### src/rtl/call_stack_unit.sv
// call_stack_unit: multi-cycle CALL/RET/PUSH/POP sequencer that owns the
// stack pointer and moves return addresses to/from RAM one word per cycle.
// The stack grows upward and SP points at the last written word.
module call_stack_unit #(
    parameter int                DATA_W      = 8,
    parameter int                ADDR_W      = 16,
    parameter int                PC_W        = 16,
    parameter logic [ADDR_W-1:0] STACK_BASE  = 16'hFF00,
    parameter int                STACK_DEPTH = 256
) (
    input  logic              clk_i,
    input  logic              rst_ni,
    input  logic              start_i,
    input  logic [1:0]        op_i,
    input  logic [PC_W-1:0]   target_i,
    input  logic [PC_W-1:0]   pc_i,
    input  logic [DATA_W-1:0] push_data_i,
    output logic              busy_o,
    output logic              done_o,
    output logic              pc_load_o,
    output logic [PC_W-1:0]   pc_o,
    output logic [DATA_W-1:0] pop_data_o,
    output logic              fault_o,
    output logic [1:0]        fault_code_o,
    output logic [ADDR_W-1:0] mem_addr_o,
    output logic [DATA_W-1:0] mem_wdata_o,
    output logic              mem_we_o,
    output logic              mem_re_o,
    input  logic [DATA_W-1:0] mem_rdata_i,
    output logic [ADDR_W-1:0] sp_o
);
    localparam int BYTES = PC_W / DATA_W;
    localparam int CNT_W = (BYTES > 1) ? $clog2(BYTES + 1) : 1;
    localparam logic [ADDR_W-1:0] SP_EMPTY = ADDR_W'(STACK_BASE - 1);
    localparam logic [ADDR_W:0]   DEPTH_C  = (ADDR_W+1)'(STACK_DEPTH);

    typedef enum logic [2:0] {
        S_IDLE, S_WRITE, S_READ, S_DRAIN, S_DONE, S_FAULT
    } state_t;

    state_t state_q, state_d;

    logic [ADDR_W-1:0] sp_q, sp_d;
    logic [CNT_W-1:0]  cnt_q, cnt_d;     // words left after the current one
    logic              single_q, single_d; // PUSH/POP (one word) vs CALL/RET
    logic [PC_W-1:0]   tgt_q, tgt_d;
    logic [PC_W-1:0]   wsh_q, wsh_d;     // remaining return-address words to spill
    logic [PC_W-1:0]   asm_q, asm_d;     // return-address assembly register
    logic              rd_pend_q;        // a read strobe was issued last cycle

    logic              done_q, done_d, pcload_q, pcload_d, fault_q, fault_d;
    logic [1:0]        fcode_q, fcode_d;
    logic [PC_W-1:0]   pc_out_q, pc_out_d;
    logic [DATA_W-1:0] pop_q, pop_d;
    logic [ADDR_W-1:0] addr_q, addr_d;
    logic [DATA_W-1:0] wdata_q, wdata_d;
    logic              we_q, we_d, re_q, re_d;

    logic [ADDR_W:0]   count, need;

    assign count = {1'b0, sp_q} - {1'b0, SP_EMPTY};
    assign need  = op_i[1] ? (ADDR_W+1)'(1) : (ADDR_W+1)'(BYTES);

    // Next-state and next-output logic; strobes are computed one cycle ahead
    // so they leave the block straight from flops.
    always_comb begin
        state_d  = state_q;
        sp_d     = sp_q;
        cnt_d    = cnt_q;
        single_d = single_q;
        tgt_d    = tgt_q;
        wsh_d    = wsh_q;
        asm_d    = rd_pend_q ? PC_W'({asm_q, mem_rdata_i}) : asm_q;
        done_d   = 1'b0;
        pcload_d = 1'b0;
        fault_d  = 1'b0;
        fcode_d  = 2'b00;
        we_d     = 1'b0;
        re_d     = 1'b0;
        pc_out_d = pc_out_q;
        pop_d    = pop_q;
        addr_d   = addr_q;
        wdata_d  = wdata_q;
        case (state_q)
            S_IDLE: begin
                if (start_i) begin
                    single_d = op_i[1];
                    tgt_d    = target_i;
                    cnt_d    = op_i[1] ? '0 : CNT_W'(BYTES - 1);
                    if (!op_i[0]) begin
                        // CALL / PUSH
                        if (count + need > DEPTH_C) begin
                            state_d = S_FAULT;
                            done_d  = 1'b1;
                            fault_d = 1'b1;
                            fcode_d = 2'b01;
                        end else begin
                            state_d = S_WRITE;
                            we_d    = 1'b1;
                            addr_d  = sp_q + ADDR_W'(1);
                            wdata_d = op_i[1] ? push_data_i : pc_i[DATA_W-1:0];
                            wsh_d   = pc_i >> DATA_W;
                        end
                    end else begin
                        // RET / POP
                        if (count < need) begin
                            state_d = S_FAULT;
                            done_d  = 1'b1;
                            fault_d = 1'b1;
                            fcode_d = 2'b10;
                        end else begin
                            state_d = S_READ;
                            re_d    = 1'b1;
                            addr_d  = sp_q;
                        end
                    end
                end
            end
            S_WRITE: begin
                sp_d = sp_q + ADDR_W'(1);
                if (cnt_q != '0) begin
                    we_d    = 1'b1;
                    addr_d  = sp_q + ADDR_W'(2);
                    wdata_d = wsh_q[DATA_W-1:0];
                    wsh_d   = wsh_q >> DATA_W;
                    cnt_d   = cnt_q - CNT_W'(1);
                end else begin
                    state_d = S_DONE;
                    done_d  = 1'b1;
                    if (!single_q) begin
                        pcload_d = 1'b1;
                        pc_out_d = tgt_q;
                    end
                end
            end
            S_READ: begin
                sp_d = sp_q - ADDR_W'(1);
                if (cnt_q != '0) begin
                    re_d   = 1'b1;
                    addr_d = sp_q - ADDR_W'(1);
                    cnt_d  = cnt_q - CNT_W'(1);
                end else begin
                    state_d = S_DRAIN;
                end
            end
            S_DRAIN: begin
                // The last read word lands now; asm_d already includes it.
                state_d = S_DONE;
                done_d  = 1'b1;
                if (single_q) begin
                    pop_d = asm_d[DATA_W-1:0];
                end else begin
                    pcload_d = 1'b1;
                    pc_out_d = asm_d;
                end
            end
            S_DONE:  state_d = S_IDLE;
            S_FAULT: state_d = S_IDLE;
            default: state_d = S_IDLE;
        endcase
    end

    // FSM state register.
    always_ff @(posedge clk_i) begin
        if (!rst_ni) state_q <= S_IDLE;
        else         state_q <= state_d;
    end

    // Datapath and registered outputs; reset abandons any partial operation.
    always_ff @(posedge clk_i) begin
        if (!rst_ni) begin
            sp_q      <= SP_EMPTY;
            cnt_q     <= '0;
            single_q  <= 1'b0;
            tgt_q     <= '0;
            wsh_q     <= '0;
            asm_q     <= '0;
            rd_pend_q <= 1'b0;
            done_q    <= 1'b0;
            pcload_q  <= 1'b0;
            fault_q   <= 1'b0;
            fcode_q   <= 2'b00;
            pc_out_q  <= '0;
            pop_q     <= '0;
            addr_q    <= '0;
            wdata_q   <= '0;
            we_q      <= 1'b0;
            re_q      <= 1'b0;
        end else begin
            sp_q      <= sp_d;
            cnt_q     <= cnt_d;
            single_q  <= single_d;
            tgt_q     <= tgt_d;
            wsh_q     <= wsh_d;
            asm_q     <= asm_d;
            rd_pend_q <= re_q;
            done_q    <= done_d;
            pcload_q  <= pcload_d;
            fault_q   <= fault_d;
            fcode_q   <= fcode_d;
            pc_out_q  <= pc_out_d;
            pop_q     <= pop_d;
            addr_q    <= addr_d;
            wdata_q   <= wdata_d;
            we_q      <= we_d;
            re_q      <= re_d;
        end
    end

    assign busy_o       = (state_q != S_IDLE);
    assign done_o       = done_q;
    assign pc_load_o    = pcload_q;
    assign pc_o         = pc_out_q;
    assign pop_data_o   = pop_q;
    assign fault_o      = fault_q;
    assign fault_code_o = fcode_q;
    assign mem_addr_o   = addr_q;
    assign mem_wdata_o  = wdata_q;
    assign mem_we_o     = we_q;
    assign mem_re_o     = re_q;
    assign sp_o         = sp_q;

endmodule
### config.mk
export PLATFORM = sky130hd
export DESIGN_NAME = call_stack_unit
export DESIGN_NICKNAME = d
export VERILOG_FILES = /design/src/rtl/call_stack_unit.sv
export SDC_FILE = /design/constraint.sdc
export NUM_CORES = 1
export LEC_CHECK = 0
export ABC_AREA = 1
export CORE_UTILIZATION = 25
export CTS_CLUSTER_SIZE = 40
export DETAILED_ROUTE_END_ITERATION = 10
export DONT_BUFFER_PORTS = 1
export GPL_ROUTABILITY_DRIVEN = 0
export GPL_TIMING_DRIVEN = 0
export PLACE_DENSITY_LB_ADDON = 0.25
export SLEW_MARGIN = 20
export SYNTH_ARGS = -nofsm -noshare
export SYNTH_HDL_FRONTEND = slang
export SYNTH_SLANG_ARGS = --single-unit
### constraint.sdc
create_clock -name clk_i -period 7.4 [get_ports clk_i]
set_input_delay 1.48 -clock clk_i [delete_from_list [all_inputs] [get_ports clk_i]]
set_output_delay 1.48 -clock clk_i [all_outputs]
set_load 0.03 [all_outputs]
==> flow_metrics.tcl <==
set metrics [dict create \
    status "finished with violations" \
    violations "DRC" \
    via_per_inst 4.89 \
    dp.cells 1349 \
    path_cells "clkbuf_1 -> clkinv_1 -> ha_1 -> nand2_1 -> nand2_1 -> nand3_1 -> nor2_1 -> nand3_1 -> nand2_1 -> nand3b_1 -> nor2_1 -> nor2_1 -> a21oi_2 -> nand4_4 -> buf_2 -> a21oi_1 -> nor2_1" \
    drt_iter0_markers 563 \
    synth_edf_count 0 \
    fin_worst_skew_ns 0.0124 \
    syn_inst 1014 \
    worst_pin_slew_ns 0.979 \
    coreArea_um2 26200 \
    clkPwrFrac_pct 21.4 \
    diodes 0 \
    vdd_drop_max_mv 0.127 \
    antenna_left 0 \
    ys_seq_area_share_pct 35.2 \
    fmax_ghz 0.227 \
    insertion_delay_ns 0.42 \
    switchingPower_uw 2080 \
    clk_path_buf_depth 2 \
    r2r_end "mem_wdata_o[7]$_SDFFE_PN0P_" \
    cp.arrival_ns 4.71 \
    r2r_cells 19 \
    grt_pass1_wl_mm 38.0 \
    min_path_type "reg -> reg" \
    cp-end-kind "register" \
    netlist_area_um2 6710 \
    slowest_stage "clkinv_1" \
    layout_min_cycle_time_ns 4.40 \
    layout_commonest_cell "nand2_1" \
    synthArstFlopShare_pct 0 \
    hpwl_mm 18.8 \
    rows 59 \
    p_leak_uw 0.00324 \
    antenna_found_initial 0 \
    vias 6753 \
    ff2ff_setup_slack_ns 3.46 \
    grt_overflow_total 0 \
    die_area_um2 27500 \
    max-cap-violations 0 \
    final-setup-viol-count 0 \
    initial_core_util_pct 25.6 \
    post_cts_buffers 0 \
    fin_crit_sh_pct 59.4 \
    wirelength_mm 24.3 \
    synth_cell_type_count 42 \
    slew_headroom_pct 34.5 \
    fp.dieW_um 166 \
    rr_startpoint "sp_o[0]$_SDFFE_PN1N_" \
    startpoint "op_i[1]" \
    portBuffers 0 \
    syn_nets 1078 \
    cts_max_level 4 \
    remaining_drc_errors 8 \
    cellPowerDensity_nw_per_um2 510 \
    root_buffer "clkbuf_16" \
    critPathLaunchType "input port" \
    finalSetupTns_ns 0 \
    synthToLayoutAreaGrowth_pct 15.1 \
    post_cts_resized 0 \
    worstPathMaxFanout 10 \
    p_int_uw 1860 \
    cts_tree "built" \
    rsz0062_at_grt "no" \
    syn_avg_cell_area_um2 6.62 \
    worstSetupEndpoint "mem_wdata_o[7]$_SDFFE_PN0P_" \
    pwr-share-seq_pct 26.6 \
    wl_per_cell_um 17.6 \
    critPathMaxStageDelay_ns 0.52 \
    die_y_um 166 \
    drive_above_1_share_pct 8.80 \
    p_comb_share_pct 52.0 \
    synth_flop_cell "dfxtp_1" \
    numCtsBuffers 17 \
    hp-start "tgt_q[4]$_SDFFE_PN0P_" \
    grt_pass1_vias 6446 \
    grt_use_total_pct 17.9 \
    first_pass_iters 8 \
    yosys_warnings 0 \
    hold_violations 0 \
    drv_slew 0 \
    layout_common_cells "231 x nand2_1, 127 x a21oi_1, 118 x dfxtp_1, 117 x nor2_1, 78 x nand3_1" \
    cts.hold.buffers_added 0 \
    ys_ff_latch 118 \
    required_ns 7.71 \
    cpMostUsedCell "nor2_1" \
    path_class "in -> reg" \
    path_clk_slew_ns 0.07 \
    fin_cells 1381 \
    grt_max_degree 17 \
    ios 125 \
    finalNetCount 1097 \
    p_sw_share_pct 52.8 \
    cts.sinks 118 \
]
[layout make-up]
cell class	instances	area [µm²]
Fill cell	2940	18500
Inverter	78	293
Clock inverter	14	165
Clock buffer	18	429
Buffer	58	262
Tap cell	335	419
Sequential cell	118	2360
Multi-Input combinational cell	760	3800
[worst max-delay path, delay by kind of cell]
kind	cells	cell delay [ns]
AND/OR/NAND/NOR	11	1.20
AO/OA/AOI/OAI	2	0.35
adder cells (fa/ha/maj)	1	0.47
buffers and inverters	3	1.19
[kinds of logic after synthesis]
logic type | after synthesis | synth area share, %
buf+inv | 136 | 8.26
fa+ha+maj | 11 | 2.16
flops | 118 | 35.2
xor+xnor | 12 | 1.57
mux | 16 | 2.39
compound gates | 232 | 18.2
simple gates | 489 | 32.3
[cells in the mapped netlist (3+ instances only)]
master | n | area share [%]
clkinv_1 | 3 | 0.17
dfxtp_1 | 118 | 35
nor2_4 | 6 | 1.0
xor2_1 | 12 | 1.6
nand3b_1 | 3 | 0.34
buf_2 | 8 | 0.60
nand3_1 | 78 | 5.8
inv_1 | 63 | 3.5
a21oi_1 | 127 | 9.5
nor3_1 | 9 | 0.67
ha_1 | 10 | 1.9
buf_6 | 4 | 0.67
mux2i_1 | 16 | 2.4
nand4_1 | 12 | 1.1
nor2_1 | 117 | 6.5
o211ai_1 | 8 | 0.89
nand2_1 | 231 | 13
o21ai_0 | 75 | 5.6
a31oi_1 | 11 | 1.0
nand2_2 | 12 | 1.1
or2_2 | 8 | 0.75
inv_2 | 12 | 0.67
clkbuf_1 | 44 | 2.5
[metrics by stage]
step           total power [µW]  utilization (%)  hold WS (ns)  setup slack (ns)  instance area (µm²)
5_1_grt                    4270             29.5         0.481              2.61                 7730
3_5_place_dp               3090             27.2         0.453              2.54                 7130
2_1_floorplan              2490                -         0.433              3.55                 6710
4_1_cts                    3950             29.5         0.462              2.96                 7730
6_report                   3940             29.5         0.462              3.00                 7730
3_3_place_gp               3090             27.2         0.446              2.56                 7130
[worst min path at each step]
stage                                         to  slack [ns]  cells after the start
after floorplan            cnt_q[1]$_SDFFE_PN0P_        0.43                      2
after global placement     cnt_q[1]$_SDFFE_PN0P_        0.45                      2
after detailed placement   tgt_q[9]$_SDFFE_PN0P_        0.45                      2
after CTS                  cnt_q[1]$_SDFFE_PN0P_        0.46                      2
final                      tgt_q[4]$_SDFFE_PN0P_        0.46                      2
after global routing      tgt_q[15]$_SDFFE_PN0P_        0.48                      2
[sequential cells by signal (all words and copies together) (netlist names), 3 cells and up]
signal and flops:
wsh_q 8, pc_o 16, asm_q 16, state_q 3, sp_o 16, mem_addr_o 16, mem_wdata_o 8, tgt_q 16
pop_data_o 8
[power by group through the flow]
stage / Clock, µW / Combinational (µW) / Sequential (µW)
3_5_place_dp: 0 / 2020 / 1070
2_1_floorplan: 0 / 1480 / 1020
6_report: 843 / 2050 / 1050
4_1_cts: 861 / 2030 / 1060
3_3_place_gp: 0 / 2020 / 1070
5_1_grt: 895 / 2300 / 1070
[metal layers]
layer	share of wire, %	vias up	global-route usage, %
met1	45	3094	23.5
met4	2.5	0	6.79
met3	8.9	33	6.10
li1	-	3404	-
met5	0	-	0
met2	43	222	27.0
(Power assumes the default switching activity.)
